===== config.mk =====
export PLATFORM = sky130hd
export DESIGN_NAME = param_universal_shift_reg
export DESIGN_NICKNAME = d
export VERILOG_FILES = /design/src/rtl/param_universal_shift_reg.sv
export SDC_FILE = /design/constraint.sdc
export NUM_CORES = 1
export LEC_CHECK = 0
export BUFFER_PORTS_ARGS = -buffer_cell sky130_fd_sc_hd__buf_2
export CORE_AREA = 2 2 54 56
export CTS_CLUSTER_DIAMETER = 80
export DETAILED_ROUTE_END_ITERATION = 8
export DIE_AREA = 0 0 56 58
export PLACE_DENSITY = 0.73
export SYNTH_ARGS = -nofsm -noshare
export SYNTH_HDL_FRONTEND = slang
export SYNTH_SLANG_ARGS = --single-unit

===== constraint.sdc =====
create_clock -name clk -period 1.4 [get_ports clk]
set_input_delay 0.28 -clock clk [delete_from_list [all_inputs] [get_ports clk]]
set_output_delay 0.28 -clock clk [all_outputs]
set_load 0.02 [all_outputs]

===== src/rtl/param_universal_shift_reg.sv =====
// param_universal_shift_reg
//
// WIDTH-bit universal register. It supports parallel load, single-step shift or rotate,
// and a burst engine that shifts N positions at one position per clock.
//
// Parameters:
//   WIDTH      register width in bits (>= 2)
//   RESET_VAL  value held in out after reset
//   CW         (local) width of shift_cnt, $clog2(WIDTH)+1
//
// Ports:
//   clk        clock, rising edge
//   rst_n      asynchronous active-low reset
//   in         parallel load data
//   load       parallel load request (idle only)
//   mode       00 shr (ser_in->MSB), 01 shl (ser_in->LSB), 10 rotr, 11 rotl
//   ser_in     serial fill bit for the shift modes, sampled live every cycle
//   step       single shift request (idle only)
//   start      burst request (idle only); captures mode and shift_cnt
//   shift_cnt  burst length N
//   out        register contents
//   ser_out    last bit ejected by a shift or rotate (registered)
//   busy       burst in progress
//   done       one-cycle pulse when a burst completes (or on start with N = 0)
//   parity     (USR_PARITY_EN only) registered XOR of out
//
// Optional feature macro: USR_PARITY_EN adds the parity output and its register.
// When the macro is left undefined, the block has no parity port and no parity logic.

module param_universal_shift_reg #(
  parameter int unsigned            WIDTH     = 8,
  parameter logic [WIDTH-1:0]       RESET_VAL = '0,
  localparam int unsigned           CW        = $clog2(WIDTH) + 1
) (
  input  logic             clk,
  input  logic             rst_n,
  input  logic [WIDTH-1:0] in,
  input  logic             load,
  input  logic [1:0]       mode,
  input  logic             ser_in,
  input  logic             step,
  input  logic             start,
  input  logic [CW-1:0]    shift_cnt,
  output logic [WIDTH-1:0] out,
  output logic             ser_out,
  output logic             busy,
  output logic             done
`ifdef USR_PARITY_EN
  ,
  output logic             parity
`endif
);

  typedef enum logic [0:0] {StIdle, StShift} state_e;

  state_e           state_q, state_d;
  logic [WIDTH-1:0] out_q, out_d;
  logic             ser_out_q, ser_out_d;
  logic             done_q, done_d;
  logic [CW-1:0]    cnt_q, cnt_d;
  logic [1:0]       mode_q, mode_d;

  // The result is packed as {ejected bit, new register value}.
  function automatic logic [WIDTH:0] shift_op(input logic [WIDTH-1:0] v,
                                              input logic [1:0]       m,
                                              input logic             s);
    logic [WIDTH:0] r;
    unique case (m)
      2'b00:   r = {v[0],       s,          v[WIDTH-1:1]};
      2'b01:   r = {v[WIDTH-1], v[WIDTH-2:0], s};
      2'b10:   r = {v[0],       v[0],       v[WIDTH-1:1]};
      default: r = {v[WIDTH-1], v[WIDTH-2:0], v[WIDTH-1]};
    endcase
    return r;
  endfunction

  // A burst with N = 0 never enters StShift; it only raises done.
  logic burst_go;
  assign burst_go = !load && start && (shift_cnt != '0);

  logic last_shift;
  assign last_shift = (cnt_q == CW'(1));

  //--------------------------------------------------------------------------
  // FSM: state register
  //--------------------------------------------------------------------------
  always_ff @(posedge clk or negedge rst_n) begin
    if (!rst_n) begin
      state_q <= StIdle;
    end else begin
      state_q <= state_d;
    end
  end

  //--------------------------------------------------------------------------
  // FSM: next-state logic
  //--------------------------------------------------------------------------
  always_comb begin
    state_d = state_q;
    unique case (state_q)
      StIdle:  if (burst_go) state_d = StShift;
      StShift: if (last_shift) state_d = StIdle;
      default: state_d = StIdle;
    endcase
  end

  //--------------------------------------------------------------------------
  // Datapath next-state logic
  //--------------------------------------------------------------------------
  logic [WIDTH:0] step_res;
  logic [WIDTH:0] burst_res;

  assign step_res  = shift_op(out_q, mode, ser_in);
  assign burst_res = shift_op(out_q, mode_q, ser_in);

  always_comb begin
    out_d     = out_q;
    ser_out_d = ser_out_q;
    done_d    = 1'b0;
    cnt_d     = cnt_q;
    mode_d    = mode_q;
    unique case (state_q)
      StIdle: begin
        if (load) begin
          out_d = in;
        end else if (start) begin
          if (shift_cnt != '0) begin
            mode_d = mode;
            cnt_d  = shift_cnt;
          end else begin
            done_d = 1'b1;
          end
        end else if (step) begin
          out_d     = step_res[WIDTH-1:0];
          ser_out_d = step_res[WIDTH];
        end
      end
      StShift: begin
        // The live mode input is ignored here; only the captured mode is used.
        out_d     = burst_res[WIDTH-1:0];
        ser_out_d = burst_res[WIDTH];
        cnt_d     = cnt_q - CW'(1);
        if (last_shift) begin
          done_d = 1'b1;
        end
      end
      default: begin
        out_d = out_q;
      end
    endcase
  end

  //--------------------------------------------------------------------------
  // Datapath registers
  //--------------------------------------------------------------------------
  always_ff @(posedge clk or negedge rst_n) begin
    if (!rst_n) begin
      out_q     <= RESET_VAL;
      ser_out_q <= 1'b0;
      done_q    <= 1'b0;
      cnt_q     <= '0;
      mode_q    <= 2'b00;
    end else begin
      out_q     <= out_d;
      ser_out_q <= ser_out_d;
      done_q    <= done_d;
      cnt_q     <= cnt_d;
      mode_q    <= mode_d;
    end
  end

`ifdef USR_PARITY_EN
  logic parity_q;

  // Computed from out_d so that parity changes on the same edge as out.
  always_ff @(posedge clk or negedge rst_n) begin
    if (!rst_n) begin
      parity_q <= ^RESET_VAL;
    end else begin
      parity_q <= ^out_d;
    end
  end
`endif

  //--------------------------------------------------------------------------
  // FSM: outputs
  //--------------------------------------------------------------------------
  always_comb begin
    out     = out_q;
    ser_out = ser_out_q;
    done    = done_q;
    busy    = (state_q == StShift);
`ifdef USR_PARITY_EN
    parity  = parity_q;
`endif
  end

endmodule


## After elaboration in Yosys (flattened, before gate mapping)

Cells that the tools add are included.
Widths: inputs -> output; s select.

| cells by class | value |
|---|---|
| equal/unequal tests | 12 |
| bitwise logic cells | 2 |
| mux-type cells | 22 |
| add/sub/neg operators | 1 |
| reductions and logical operators | 10 |

Operator list:

| operator | count |
|---|---|
| $pmux 9 s3 | 2 |
| $mux 8 | 3 |
| $pmux 8 s2 | 1 |
| $mux 4 | 3 |
| $ne 2x2->1 const B | 5 |
| $mux 1 | 9 |
| $pmux 4 s2 | 1 |
| $ne 3x3->1 const B | 2 |
| $pmux 1 s2 | 3 |
| $reduce_and 3->1 | 2 |
| $eq 2x1->1 const B | 2 |
| $eq 2x2->1 const B | 2 |
| $eq 4x1->1 const B | 1 |
| $logic_not 2->1 | 2 |
| $reduce_and 4->1 | 1 |
| $reduce_bool 4->1 | 1 |
| $sub 4x1->4 const B | 1 |
| $logic_and 1x1->1 | 2 |
| $not 1->1 | 2 |
| $reduce_and 2->1 | 1 |
| $logic_not 1->1 | 1 |

| storage, ports and cells | value |
|---|---|
| output and inout bits | 11 |
| logic and storage cells | 53 |
| bits in registers | 17 |
| input port bits | 20 |

## Longest topological paths before layout

| logic depth | value |
|---|---|
| depth in word-level cells | 6 |
| gate-level depth with buffers | 6 |

## Worst setup path after synthesis

No wires, ideal clock.

| path | value |
|---|---|
| kind | register to register |
| from | register state_q (netlist: busy) |
| to | register mode_q[1] |
| data required time | 1.275 ns |
| stages on the path, launching flop included | 5 |
| setup time | 0.125 ns |
| data arrival time | 1.385 ns |
| buffers on the path | 2 |
| slack | -0.110 ns |
| clock period less this slack | 1.510 ns |
| cell sequence | dfrtp_1 > buf_6 > or3_1 > buf_6 > mux2_4 |

| between the ends | value |
|---|---|
| word-level cells in the longest chain between the ends | 2 |

Ends and longest elaborated chain:

| what | RTL line | RTL |
|---|---|---|
| start, declared | 56 | `state_e state_q, state_d;` |
| start signal, assigned | 89 | `state_q <= StIdle;` |
| start signal, assigned | 91 | `state_q <= state_d;` |
| $not 1->1 (no line) | n/a |  |
| $reduce_and 4->1 (no line) | n/a |  |
| end signal, assigned | 168 | `mode_q <= mode_d;` |
| end, declared | 61 | `logic [1:0] mode_q, mode_d;` |

No other way between the ends.
A chain may end at the register's enable or synchronous reset.

## Worst setup path in the final report

| path | value |
|---|---|
| from | register out_q[2] (netlist: out[2]) |
| to | register out_q[1] (netlist: out[1]) |

| between the ends | value |
|---|---|
| word-level cells in the longest chain between the ends | 5 |

Ends and longest elaborated chain:

| what | RTL line | RTL |
|---|---|---|
| start, declared | 57 | `logic [WIDTH-1:0] out_q, out_d;` |
| start signal, assigned | 164 | `out_q <= out_d;` |
| $pmux 9 s3 | 68 | `unique case (m)` |
| $mux 8 | 133 | `end else if (step) begin` |
| $mux 8 | 126 | `end else if (start) begin` |
| $mux 8 | 124 | `if (load) begin` |
| $pmux 8 s2 * | 122 | `unique case (state_q)` |

Mark *: on every way between the ends. The rest lies on a longest branch, timed or not. The select of a mux whose other input is x is not followed.

==> qor.csv <==
stage;metric;value;unit
run_status;status;finished, final reports clean;
yosys;cells after synthesis;124;
yosys;register area share after synthesis;35.34;%
route;Final ANT Viol Nets;0;
clock_tree;CTS sink cnt;17;
floorplan;Die ar.;0.003248;mm2
yosys;Syn Area/Cell;9.707;um2
floorplan;Ports;31;
yosys;Post-synth EDFFs;0;
power_and_ir_drop;P per Cell Area;2143;mW/mm2
placed_design;GPL Wtd Cong;0.8325;
global_routing;antenna violations before repair;0;
floorplan;Initial Util;45.21;%
placed_design;number of port buffers;30;
route;WL final;2798;um
sta;period utilization;95.83;%
cells_and_area;# nets final;189;
setup_path;critical path peak fanout;6;
setup_path;CP max stage cell;dfrtp_2;
setup_path;Worst Path Arrival;1.53;ns
yosys;Synth area leaders;dfrtp_1 (35%), mux2i_1 (8.3%), mux2_2 (7.5%), mux2_4 (6.2%), o211ai_2 (4.2%);
clock_tree;CTS Root Cell;clkbuf_4;
sta;Worst Tran Pin Value;0.3793;ns
yosys;Compound-Gate Fraction of Synth Area;19.65;%
sta;Max transition margin;74.37;%
floorplan;chip width;56;um
min_path;hold path start;start;
cells_and_area;layout cells sized above 1;43.37;%
sta;Final WS setup;0.05844;ns
global_routing;GRT Overall Usage;18.31;%
route;DRC violations left;0;
floorplan;core area;0.002663;mm2
yosys;Synth cell types;32;
global_routing;vias in the first global route;1031;
yosys;largest area contributor in the netlist;dfrtp_1;
global_routing;largest net degree at the start of global routing;18;
floorplan;# rows;19;
sta;Sum Neg Setup Slack;0;ns
cells_and_area;Final Cell Area;0.001494;mm2
sta;Final setup viols;0;
yosys;top-area cell type share of the netlist area;35.34;%
setup_path;Slowest Stage Delay on Critical Path;0.47;ns
yosys;most common library cells after synthesis;dfrtp_1 (17), nand2_1 (12), inv_1 (10), mux2i_1 (10), nor2_1 (9);
cells_and_area;Ant. Diodes;0;
yosys;post-synthesis xor/xnor area fraction;1.455;%
cells_and_area;post-layout util;56.11;%
route;DR pass1 iterations;4;
yosys;simple-gate share of the synthesized area;11.33;%
setup_path;Worst Setup SP;out[2];
yosys;synth warn;0;
sta;Max Fclk;745.4;MHz
route;vias;1050;
clock_tree;setup repair bufs after CTS;0;
setup_path;worst r2r src;out[2];
setup_path;worst path cell trace;mux2_4 > mux2_2 > o211ai_1 > o21ai_1;
setup_path;CP Launch Type;flip-flop;
route;vias per inst;5.330;
route;WL per Instance;14.20;um
clock_tree;TritonCTS buffer count;3;
sta;clk_skew;0.006286;ns
yosys;cell area after synthesis;0.001204;mm2
placed_design;dpl ws;-0.08825;ns
yosys;FFs w/ async S/R, synth;100.0;%
clock_tree;CTS tree;built;
yosys;count leader, synth;dfrtp_1;
clock_tree;Bufs on Longest Clock Path;2;
power_and_ir_drop;LEAKAGE;0.7467;nW
min_path;Hold Crit Class;in -> reg;
power_and_ir_drop;maximum VDD drop;0.001515;V
clock_tree;Worst-Skew Late Latency;0.30;ns
setup_path;CP Capture Type;flip-flop;
floorplan;Chip Height;58;um
clock_tree;CTS H-tree lvls;1;
yosys;adder-cell share of the synthesized area;2.079;%
sta;Final Hold Vio Count;0;
global_routing;first-pass GRT wire length;4664;um
sta;Slew Limit Fails;0;
yosys;Synthesized Nets;146;
sta;Final min period;1.342;ns
route;Initial DRC Count;31;
placed_design;Detailed Place HPWL;2147;um
global_routing;GR Overflow Total;0;
clock_tree;Clk pin slew, worst setup/hold paths;0.11;ns
run;maxcap violations;0;
yosys;multiplexer area fraction after synthesis;22.04;%
yosys;Primary FF master, synth;dfrtp_1;
yosys;synthesized flop and latch total;17;
placed_design;Placement Cell Area;0.001446;mm2
yosys;largest family of logic cells by synthesized area;multiplexers;
setup_path;crit path kind;reg -> reg;
setup_path;Worst EP required;1.59;ns
cells_and_area;area delta synth->final;24.12;%
[area by class of cell]
type	instances	area, um2
clock buffer	3	22.52
clock inverter	1	7.507
fill	230	1169
inverter	10	37.54
multi-input combinational	89	686.9
sequential	17	427.9
tap	31	38.79
timing repair buffer	46	272.8
[report_power, final]
| part | switching (W) | internal (W) |
|---|---|---|
| clock network | 0.000172 | 0.000109 |
| registers | 0.000266 | 0.000744 |
| logic | 0.000926 | 0.000986 |
[timing repair]
item / 4_1_cts / 5_1_grt
endpoints found under the setup margin: 0 / 4
hold buffers: 1 / 0
endpoints found under the hold margin: 17 / 0
resized for setup: 0 / 4
[routing by layer]
metal / vias to the layer above / GRT usage (%) / wire, um
li1: 524 / - / -
met1: 503 / 24.61 / 1297
met2: 21 / 30.08 / 1389
met3: 2 / 2.232 / 93
met4: 0 / 7.823 / 17
met5: - / 0 / 0
[cell families (layout without fill, tap and decap cells)]
group                      Yosys count  after routing
AOI/OAI and AO/OA                   33             33
xor gates and xnor gates             2              2
adders and majority gates            2              2
buffers and inverters               18             60
DFF                                 17             17
muxes                               23             23
and+or+nand+nor                     29             29
[critical path: cells and delay by family (launching register included)]
| kind | cells | cell delay (ns) |
|---|---|---|
| DFF | 1 | 0.47 |
| muxes | 2 | 0.53 |
| AOI/OAI and AO/OA | 2 | 0.23 |
[through the flow]
step           instances  power [W]  hold slack, ns
6_report             197   0.003201          0.2433
5_1_grt              197   0.003461          0.2366
4_1_cts              197   0.003210          0.2332
3_5_place_dp         192   0.002917          0.2367
3_3_place_gp         192   0.002829          0.2270
2_1_floorplan        124   0.002311        -0.01559
[cells in the final DEF (no fill, tap or decap), types with 7 or more instances in the layout]
cell     instances
mux2_2           7
buf_2           30
a21oi_1          7
nand2_1         12
nor2_1           8
mux2i_1         10
inv_1           10
buf_4           15
dfrtp_1         15
[final timing paths]
kind / to / cells after the start / slack [ns]
setup / recovery: out[1] / 4 / 0.06
hold / removal: done / 2 / 0.24
setup reg to reg: out[1] / 4 / 0.06
hold reg to reg: ser_out / 2 / 0.54
max in group asynchronous: busy / 2 / 0.68
min in group asynchronous: cnt_q[3] / 2 / 0.42
[flip-flops by register name, summed over array words and instances (netlist names)]
signal   count
busy         1
mode_q       2
out          8
ser_out      1
cnt_q        4
done         1
Power figures use the tool's default switching activity.
